<file path="src/rtl/fpu_pkg.sv">
// Shared definitions for the sequential IEEE 754 adder/subtractor:
// format defaults, FSM encoding, flag positions and the canonical quiet NaN.
package fpu_pkg;

   localparam int EXP_W_DEF = 8;
   localparam int MAN_W_DEF = 23;

   typedef enum logic [2:0] {
      ST_IDLE  = 3'd0,
      ST_ALIGN = 3'd1,
      ST_ADD   = 3'd2,
      ST_NORM  = 3'd3,
      ST_ROUND = 3'd4,
      ST_DONE  = 3'd5
   } state_t;

   localparam int FLAG_INEXACT  = 0;
   localparam int FLAG_OVERFLOW = 1;
   localparam int FLAG_INVALID  = 2;

   // {sign=0, exponent all ones, mantissa MSB set}, right-aligned in 64 bits
   function automatic logic [63:0] canon_nan(input int exp_w, input int man_w);
      logic [63:0] v;
      v = '0;
      for (int i = 0; i < exp_w; i++) v[man_w + i] = 1'b1;
      v[man_w - 1] = 1'b1;
      return v;
   endfunction

endpackage

</file>
<file path="src/rtl/fpu_lzc.sv">
// Combinational leading-zero counter; an all-zero input returns WIDTH.
module fpu_lzc #(
   parameter  int WIDTH = 27,
   localparam int CW    = $clog2(WIDTH + 1)
) (
   input  logic [WIDTH-1:0] value,
   output logic [CW-1:0]    count
);

   // Scanning upward lets the highest set bit make the final assignment.
   always_comb begin
      count = CW'(WIDTH);
      for (int i = 0; i < WIDTH; i++) begin
         if (value[i]) count = CW'(WIDTH - 1 - i);
      end
   end

endmodule

</file>
<file path="src/rtl/fpu_addsub_seq.sv">
// Multi-cycle IEEE 754 adder/subtractor (RNE, flush-to-zero), one operation in flight.
// Handshake: a transfer occurs on a rising edge with valid and ready both high; in_ready is
// high only in IDLE, and out_valid holds result/flags stable until out_ready accepts them.
module fpu_addsub_seq
   import fpu_pkg::*;
#(
   parameter  int EXP_W = EXP_W_DEF,
   parameter  int MAN_W = MAN_W_DEF,
   localparam int W     = 1 + EXP_W + MAN_W
) (
   input  logic         clk,
   input  logic         rst_n,
   input  logic         in_valid,
   output logic         in_ready,
   input  logic         op_sub,
   input  logic [W-1:0] a,
   input  logic [W-1:0] b,
   output logic         out_valid,
   input  logic         out_ready,
   output logic [W-1:0] result,
   output logic [2:0]   flags
);

   localparam int XW  = MAN_W + 4;   // hidden, mantissa, G, R, S
   localparam int SW  = MAN_W + 5;   // XW plus carry
   localparam int EW  = EXP_W + 2;   // signed working exponent
   localparam int LZW = $clog2(XW + 1);
   localparam logic [63:0]          NAN64     = canon_nan(EXP_W, MAN_W);
   localparam logic [W-1:0]         CANON_NAN = NAN64[W-1:0];
   localparam logic [EXP_W-1:0]     SHIFT_MAX = EXP_W'(MAN_W + 3);
   localparam logic signed [EW-1:0] EXP_MAX   = EW'((1 << EXP_W) - 1);

   state_t                state;
   logic [W-1:0]          op_a_r, op_b_r;
   logic                  sign_r, eff_sub_r, special_r;
   logic signed [EW-1:0]  exp_r;
   logic [XW-1:0]         man_a_r, man_b_r;
   logic [SW-1:0]         sum_r;

   logic                  a_sgn, b_sgn, a_zero, b_zero, a_inf, b_inf, a_nan, b_nan;
   logic [EXP_W-1:0]      a_exp, b_exp, big_exp, small_exp, diff;
   logic [MAN_W-1:0]      a_man, b_man, big_man, small_man;
   logic [W-2:0]          mag_a, mag_b;
   logic                  swap, big_sgn, small_zero, lost, spec_hit;
   logic [XW-1:0]         small_x, shifted, man_b_next;
   logic [W-1:0]          spec_res;
   logic [2:0]            spec_flags;

   assign a_sgn  = op_a_r[W-1];
   assign b_sgn  = op_b_r[W-1];
   assign a_exp  = op_a_r[W-2 -: EXP_W];
   assign b_exp  = op_b_r[W-2 -: EXP_W];
   assign a_man  = op_a_r[MAN_W-1:0];
   assign b_man  = op_b_r[MAN_W-1:0];
   assign a_zero = (a_exp == '0);
   assign b_zero = (b_exp == '0);
   assign a_inf  = (&a_exp) && (a_man == '0);
   assign b_inf  = (&b_exp) && (b_man == '0);
   assign a_nan  = (&a_exp) && (a_man != '0);
   assign b_nan  = (&b_exp) && (b_man != '0);
   assign mag_a  = a_zero ? '0 : op_a_r[W-2:0];
   assign mag_b  = b_zero ? '0 : op_b_r[W-2:0];

   always_comb begin
      swap       = mag_b > mag_a;
      big_sgn    = swap ? b_sgn : a_sgn;
      big_exp    = swap ? b_exp : a_exp;
      big_man    = swap ? b_man : a_man;
      small_exp  = swap ? a_exp : b_exp;
      small_man  = swap ? a_man : b_man;
      small_zero = swap ? a_zero : b_zero;
      diff       = big_exp - small_exp;
      small_x    = {1'b1, small_man, 3'b000};
      shifted    = small_x >> diff;
      lost       = |(small_x & ~({XW{1'b1}} << diff));
      if (small_zero)             man_b_next = '0;
      else if (diff >= SHIFT_MAX) man_b_next = {{(XW-1){1'b0}}, 1'b1};
      else                        man_b_next = {shifted[XW-1:1], shifted[0] | lost};

      spec_hit   = a_nan | b_nan | a_inf | b_inf | (a_zero & b_zero);
      spec_flags = '0;
      if (a_nan | b_nan) begin
         spec_res = CANON_NAN;
      end else if (a_inf & b_inf & (a_sgn != b_sgn)) begin
         spec_res = CANON_NAN;
         spec_flags[FLAG_INVALID] = 1'b1;
      end else if (a_inf) begin
         spec_res = op_a_r;
      end else if (b_inf) begin
         spec_res = op_b_r;
      end else begin
         spec_res = {a_sgn & b_sgn, {(W-1){1'b0}}};
      end
   end

   logic [LZW-1:0]       lz;
   logic                 carry;
   logic signed [EW-1:0] exp_norm;
   logic [XW-1:0]        man_norm;

   fpu_lzc #(.WIDTH(XW)) u_lzc (
      .value (sum_r[XW-1:0]),
      .count (lz)
   );

   always_comb begin
      carry = sum_r[SW-1];
      if (carry) begin
         exp_norm = exp_r + EW'(1);
         man_norm = {sum_r[SW-1:2], sum_r[1] | sum_r[0]};
      end else begin
         exp_norm = exp_r - $signed({{(EW-LZW){1'b0}}, lz});
         man_norm = sum_r[XW-1:0] << lz;
      end
   end

   logic                 rnd_up, inexact;
   logic [MAN_W+1:0]     mant_rnd;
   logic [MAN_W-1:0]     frac_rnd;
   logic signed [EW-1:0] exp_rnd;
   logic [2:0]           rnd_flags;
   logic [W-1:0]         rnd_res;

   always_comb begin
      inexact  = |man_a_r[2:0];
      rnd_up   = man_a_r[2] & (man_a_r[1] | man_a_r[0] | man_a_r[3]);
      mant_rnd = {1'b0, man_a_r[XW-1:3]} + {{(MAN_W+1){1'b0}}, rnd_up};
      exp_rnd  = exp_r + EW'(mant_rnd[MAN_W+1]);
      frac_rnd = mant_rnd[MAN_W+1] ? mant_rnd[MAN_W:1] : mant_rnd[MAN_W-1:0];
      rnd_flags = '0;
      rnd_flags[FLAG_INEXACT] = inexact;
      if (exp_rnd >= EXP_MAX) begin
         rnd_res = {sign_r, {EXP_W{1'b1}}, {MAN_W{1'b0}}};
         rnd_flags[FLAG_OVERFLOW] = 1'b1;
         rnd_flags[FLAG_INEXACT]  = 1'b1;
      end else begin
         rnd_res = {sign_r, exp_rnd[EXP_W-1:0], frac_rnd};
      end
   end

   always_ff @(posedge clk or negedge rst_n) begin
      if (!rst_n) begin
         state     <= ST_IDLE;
         in_ready  <= 1'b1;
         out_valid <= 1'b0;
         result    <= '0;
         flags     <= '0;
         op_a_r    <= '0;
         op_b_r    <= '0;
         sign_r    <= 1'b0;
         eff_sub_r <= 1'b0;
         special_r <= 1'b0;
         exp_r     <= '0;
         man_a_r   <= '0;
         man_b_r   <= '0;
         sum_r     <= '0;
      end else begin
         case (state)
            ST_IDLE: begin
               if (in_valid) begin
                  op_a_r   <= a;
                  op_b_r   <= b ^ {op_sub, {(W-1){1'b0}}};
                  in_ready <= 1'b0;
                  state    <= ST_ALIGN;
               end
            end
            ST_ALIGN: begin
               special_r <= spec_hit;
               result    <= spec_res;
               flags     <= spec_flags;
               sign_r    <= big_sgn;
               eff_sub_r <= a_sgn ^ b_sgn;
               exp_r     <= {2'b00, big_exp};
               man_a_r   <= {1'b1, big_man, 3'b000};
               man_b_r   <= man_b_next;
               state     <= ST_ADD;
            end
            ST_ADD: begin
               sum_r <= eff_sub_r ? ({1'b0, man_a_r} - {1'b0, man_b_r})
                                  : ({1'b0, man_a_r} + {1'b0, man_b_r});
               state <= ST_NORM;
            end
            ST_NORM: begin
               // Exact cancellation gives +0; a non-positive exponent flushes to signed zero.
               if (!special_r) begin
                  if (sum_r == '0) begin
                     special_r <= 1'b1;
                     result    <= '0;
                     flags     <= '0;
                  end else if (exp_norm[EW-1] || exp_norm == '0) begin
                     special_r <= 1'b1;
                     result    <= {sign_r, {(W-1){1'b0}}};
                     flags     <= 3'b001 << FLAG_INEXACT;
                  end else begin
                     exp_r   <= exp_norm;
                     man_a_r <= man_norm;
                  end
               end
               state <= ST_ROUND;
            end
            ST_ROUND: begin
               if (!special_r) begin
                  result <= rnd_res;
                  flags  <= rnd_flags;
               end
               out_valid <= 1'b1;
               state     <= ST_DONE;
            end
            ST_DONE: begin
               if (out_ready) begin
                  out_valid <= 1'b0;
                  in_ready  <= 1'b1;
                  state     <= ST_IDLE;
               end
            end
            default: begin
               state     <= ST_IDLE;
               in_ready  <= 1'b1;
               out_valid <= 1'b0;
            end
         endcase
      end
   end

endmodule

</file>
<file path="config.mk">
export PLATFORM = sky130hd
export DESIGN_NAME = fpu_addsub_seq
export DESIGN_NICKNAME = d
export VERILOG_FILES = /design/src/rtl/fpu_pkg.sv /design/src/rtl/fpu_lzc.sv /design/src/rtl/fpu_addsub_seq.sv
export SDC_FILE = /design/constraint.sdc
export NUM_CORES = 1
export LEC_CHECK = 0
export ABC_AREA = 1
export BUFFER_PORTS_ARGS = -buffer_cell sky130_fd_sc_hd__buf_4
export CORE_MARGIN = 2
export CORE_UTILIZATION = 40
export DETAILED_ROUTE_END_ITERATION = 10
export PLACE_DENSITY = 0.55
export SLEW_MARGIN = 10
export SYNTH_ARGS = -nofsm -noshare
export SYNTH_HDL_FRONTEND = slang
export SYNTH_SLANG_ARGS = --single-unit
</file>
<file path="constraint.sdc">
create_clock -name clk -period 5.6 [get_ports clk]
set_input_delay 1.68 -clock clk [delete_from_list [all_inputs] [get_ports clk]]
set_output_delay 1.68 -clock clk [all_outputs]
set_load 0.005 [all_outputs]
</file>
==> summary.md <==
| Metric | Value |
|---|---|
| R2R Path Start | `sum_r[2]$_DFFE_PN0P_` |
| Post-DP HPWL | `49100 um` |
| Min Tclk post-route | `5.22 ns` |
| Critical Path AT | `5.57 ns` |
| Crit Path Category | `flop to flop` |
| Max clock buf depth | `2` |
| CTS sink count | `199` |
| Skew-Pair Late Insertion Delay | `0.48 ns` |
| Final hold vios | `0` |
| Die width | `206 um` |
| Post-synthesis register bit count | `199` |
| Gr ovfl total | `0` |
| Crit path depth | `30` |
| Routed wire length | `63300 um` |
| Outcome | `complete, no violations` |
| # DRC | `0` |
| First-pass GRT wire length | `96700 um` |
| Starting DRT DRC Count | `1533` |
| CTS root buf | `clkbuf_16` |
| CP Launch Point | `sum_r[2]$_DFFE_PN0P_` |
| Max Clk Rate | `191 MHz` |
| Max-Slew Margin vs Limit | `0.284` |
| Largest net degree at the start of global routing | `94` |
| Hold Path Class | `flop to flop` |
| Dpl cells | `3112` |
| All-Layer GR Usage | `0.300` |
| DR WL/cell | `20.0 um` |
| Synth warnings | `0` |
| Synth Area in XOR/XNOR | `0.0407` |
| Post-Synth Adder-Cell Area | `0.0599` |
| Via Count | `17500` |
| Htree depth | `4` |
| Full die area | `0.0424 mm^2` |
| Cell area after synthesis | `0.0163 mm^2` |
| Pins Over Slew Limit | `0` |
| Top cell family by delay on the critical path | `simple AND/OR/NAND/NOR gates` |
| Max incr delay on CP | `0.53 ns` |
| Yosys cell types | `59` |
| Sequential fraction of the synthesis area | `0.305` |
| Vias per cell | `5.54` |
| Worst slew pin tran | `1.06 ns` |
| Port Buffers | `105` |
| Max Clock Skew | `0.0179 ns` |
| Chip Height | `206 um` |
| EDFF count, synth | `0` |
| Gpl congestion | `1.02` |
| CTS tree | `done` |
| Worst path required time | `5.94 ns` |
| Vias in the first global route | `16600` |
| Syn Inst Count | `2535` |
| WHS Path Cells | `2` |
| CTS Buf Count | `17` |
| Post-synthesis compound-gate area fraction | `0.178` |
| Initial antenna violation count | `0` |
| Syn Area/Cell | `6.44 um^2` |
| Hold bufs inserted after CTS | `0` |
| Reg2Reg Setup Slack | `0.38 ns` |
| Synth Flop Type | `dfrtp_1` |
| Min-delay src | `result[16]$_DFFE_PN0P_` |
| Row count | `74` |
| Fin nets | `2762` |
| Share of layout cells above drive strength 1 | `0.104` |
| Area grow syn2layout | `14.4%` |
| Main combinational cell family by area after synthesis | `simple AND/OR/NAND/NOR gates` |
| RR Endpoint | `man_a_r[11]$_DFFE_PN0P_` |
| Asr flop ratio synth | `1.00` |
| Number of max-cap violations | `0` |
| Crit Path Max Fanout | `8` |
| Core footprint | `0.0406 mm^2` |
| CTS clk-pin slew, worst paths | `0.08 ns` |
| Final Cycle Share | `0.933` |
| Non-filler cells, final | `3161` |
| Crit end category | `flop` |
| # IOs | `106` |
| Critical Path Source Type | `flop` |
| DRT Pass-1 Iters | `6` |
| Crit path to | `man_a_r[11]$_DFFE_PN0P_` |
| Crit path buf inv count | `4` |
| Ant diodes | `0` |
| R2r worst-path depth | `30` |
| Synth Area in Simple Gates | `0.324` |
| Net count after synthesis | `2681` |
| Final setup fails | `0` |
| Initial core utilization | `0.403` |
| Most frequent cell on the critical path | `nand2_1` |
| Post-synthesis mux area share | `0.00130` |
| Post-DRT Antenna Nets | `0` |
| Slowest-stage cell, CP | `or4_1` |
==> routing by layer <==
metal / vias up / track usage / routed length [um]
met5: - / 0 / 0
met4: 0 / 0.118 / 2470
met3: 112 / 0.0471 / 3830
met2: 627 / 0.482 / 28800
met1: 8275 / 0.405 / 28200
li1: 8513 / - / -
==> how the worst min path moves through the flow <==
stage | to | slack (ns)
6_report | result[16]$_DFFE_PN0P_ | 0.48
5_1_grt | result[16]$_DFFE_PN0P_ | 0.50
4_1_cts | result[16]$_DFFE_PN0P_ | 0.49
3_5_place_dp | result[16]$_DFFE_PN0P_ | 0.47
3_3_place_gp | result[18]$_DFFE_PN0P_ | 0.47
2_1_floorplan | sign_r$_DFFE_PN0P_ | 0.45
==> sequential cells by signal (all words and copies together), names as in the netlist, 3 cells and up <==
name / cells
man_a_r: 27
state: 3
man_b_r: 27
flags: 3
sum_r: 28
op_b_r: 32
exp_r: 10
op_a_r: 32
result: 32
==> area by class of cell <==
class	instances	area, um^2
Clock inverter	13	145
Fill cell	4366	21900
Sequential cell	199	4980
Inverter	269	1030
Tap cell	532	666
Timing Repair Buffer	174	1430
Timing Repair inverter	1	7.51
Multi-Input combinational cell	1954	9970
Clock buffer	19	443
==> timing repair <==
action                     CTS  global route
resized for setup            0            41
setup endpoints to repair    0            94
setup buffers                0            13
==> through the flow <==
step | util | hold WS, ns | setup WS (ns) | TNS (ns) | cell area, um^2
3_5_place_dp | 0.439 | 0.468 | 0.110 | 0 | 17800
4_1_cts | 0.453 | 0.487 | 0.0754 | 0 | 18400
5_1_grt | 0.461 | 0.498 | -0.0534 | -0.382 | 18700
3_3_place_gp | 0.439 | 0.467 | 0.237 | 0 | 17800
2_1_floorplan | - | 0.447 | 0.630 | 0 | 16300
6_report | 0.461 | 0.480 | 0.377 | 0 | 18700
==> worst min-delay path, cell delays in order, from the launching register on <==
cell and delay (ns):
dfrtp_1 0.34, nand2_1 0.06, nand2_1 0.05
==> logic make-up (layout without fill, tap and decap cells) <==
| group | Yosys count | in the layout |
|---|---|---|
| DFF | 199 | 199 |
| xor gates and xnor gates | 75 | 75 |
| adders and majority gates | 77 | 77 |
| and+or+nand+nor | 1267 | 1267 |
| AOI/OAI and AO/OA | 533 | 533 |
| buffers and inverters | 382 | 476 |
| muxes | 2 | 2 |
==> layout by cell type (no fill, tap or decap), types with 20 or more instances in the layout <==
master / count
a21oi_1: 124
buf_4: 165
clkbuf_16: 20
dfrtp_1: 197
ha_1: 74
inv_1: 248
nand2_1: 746
nand3_1: 183
nand4_1: 40
nor2_1: 213
nor3_1: 24
o21ai_0: 265
o21ai_1: 38
xnor2_1: 22
xor2_1: 50
==> Yosys cell counts (all sizes together) (3+ instances only) <==
cell type	n	area share
nand2	762	0.18
o21ai	309	0.096
inv	264	0.061
nor2	218	0.052
dfrtp	198	0.30
nand3	184	0.056
a21oi	129	0.040
clkbuf	87	0.020
ha	75	0.057
xor2	52	0.028
nand4	40	0.015
nor3	27	0.0083
buf	26	0.0084
xnor2	23	0.012
nor4	19	0.0073
o211ai	19	0.0087
a31oi	18	0.0069
o22ai	13	0.0050
o31ai	11	0.0051
o21bai	8	0.0037
or2	7	0.0027
a211oi	5	0.0023
clkinv	5	0.0012
o41ai	4	0.0021
a21boi	3	0.0014
a21o	3	0.0014
nand3b	3	0.0014
o2111ai	3	0.0016
o21a	3	0.0014
Power is not shown: default switching activity piles up to over one toggle a cycle in this logic, so the estimate is an artifact.
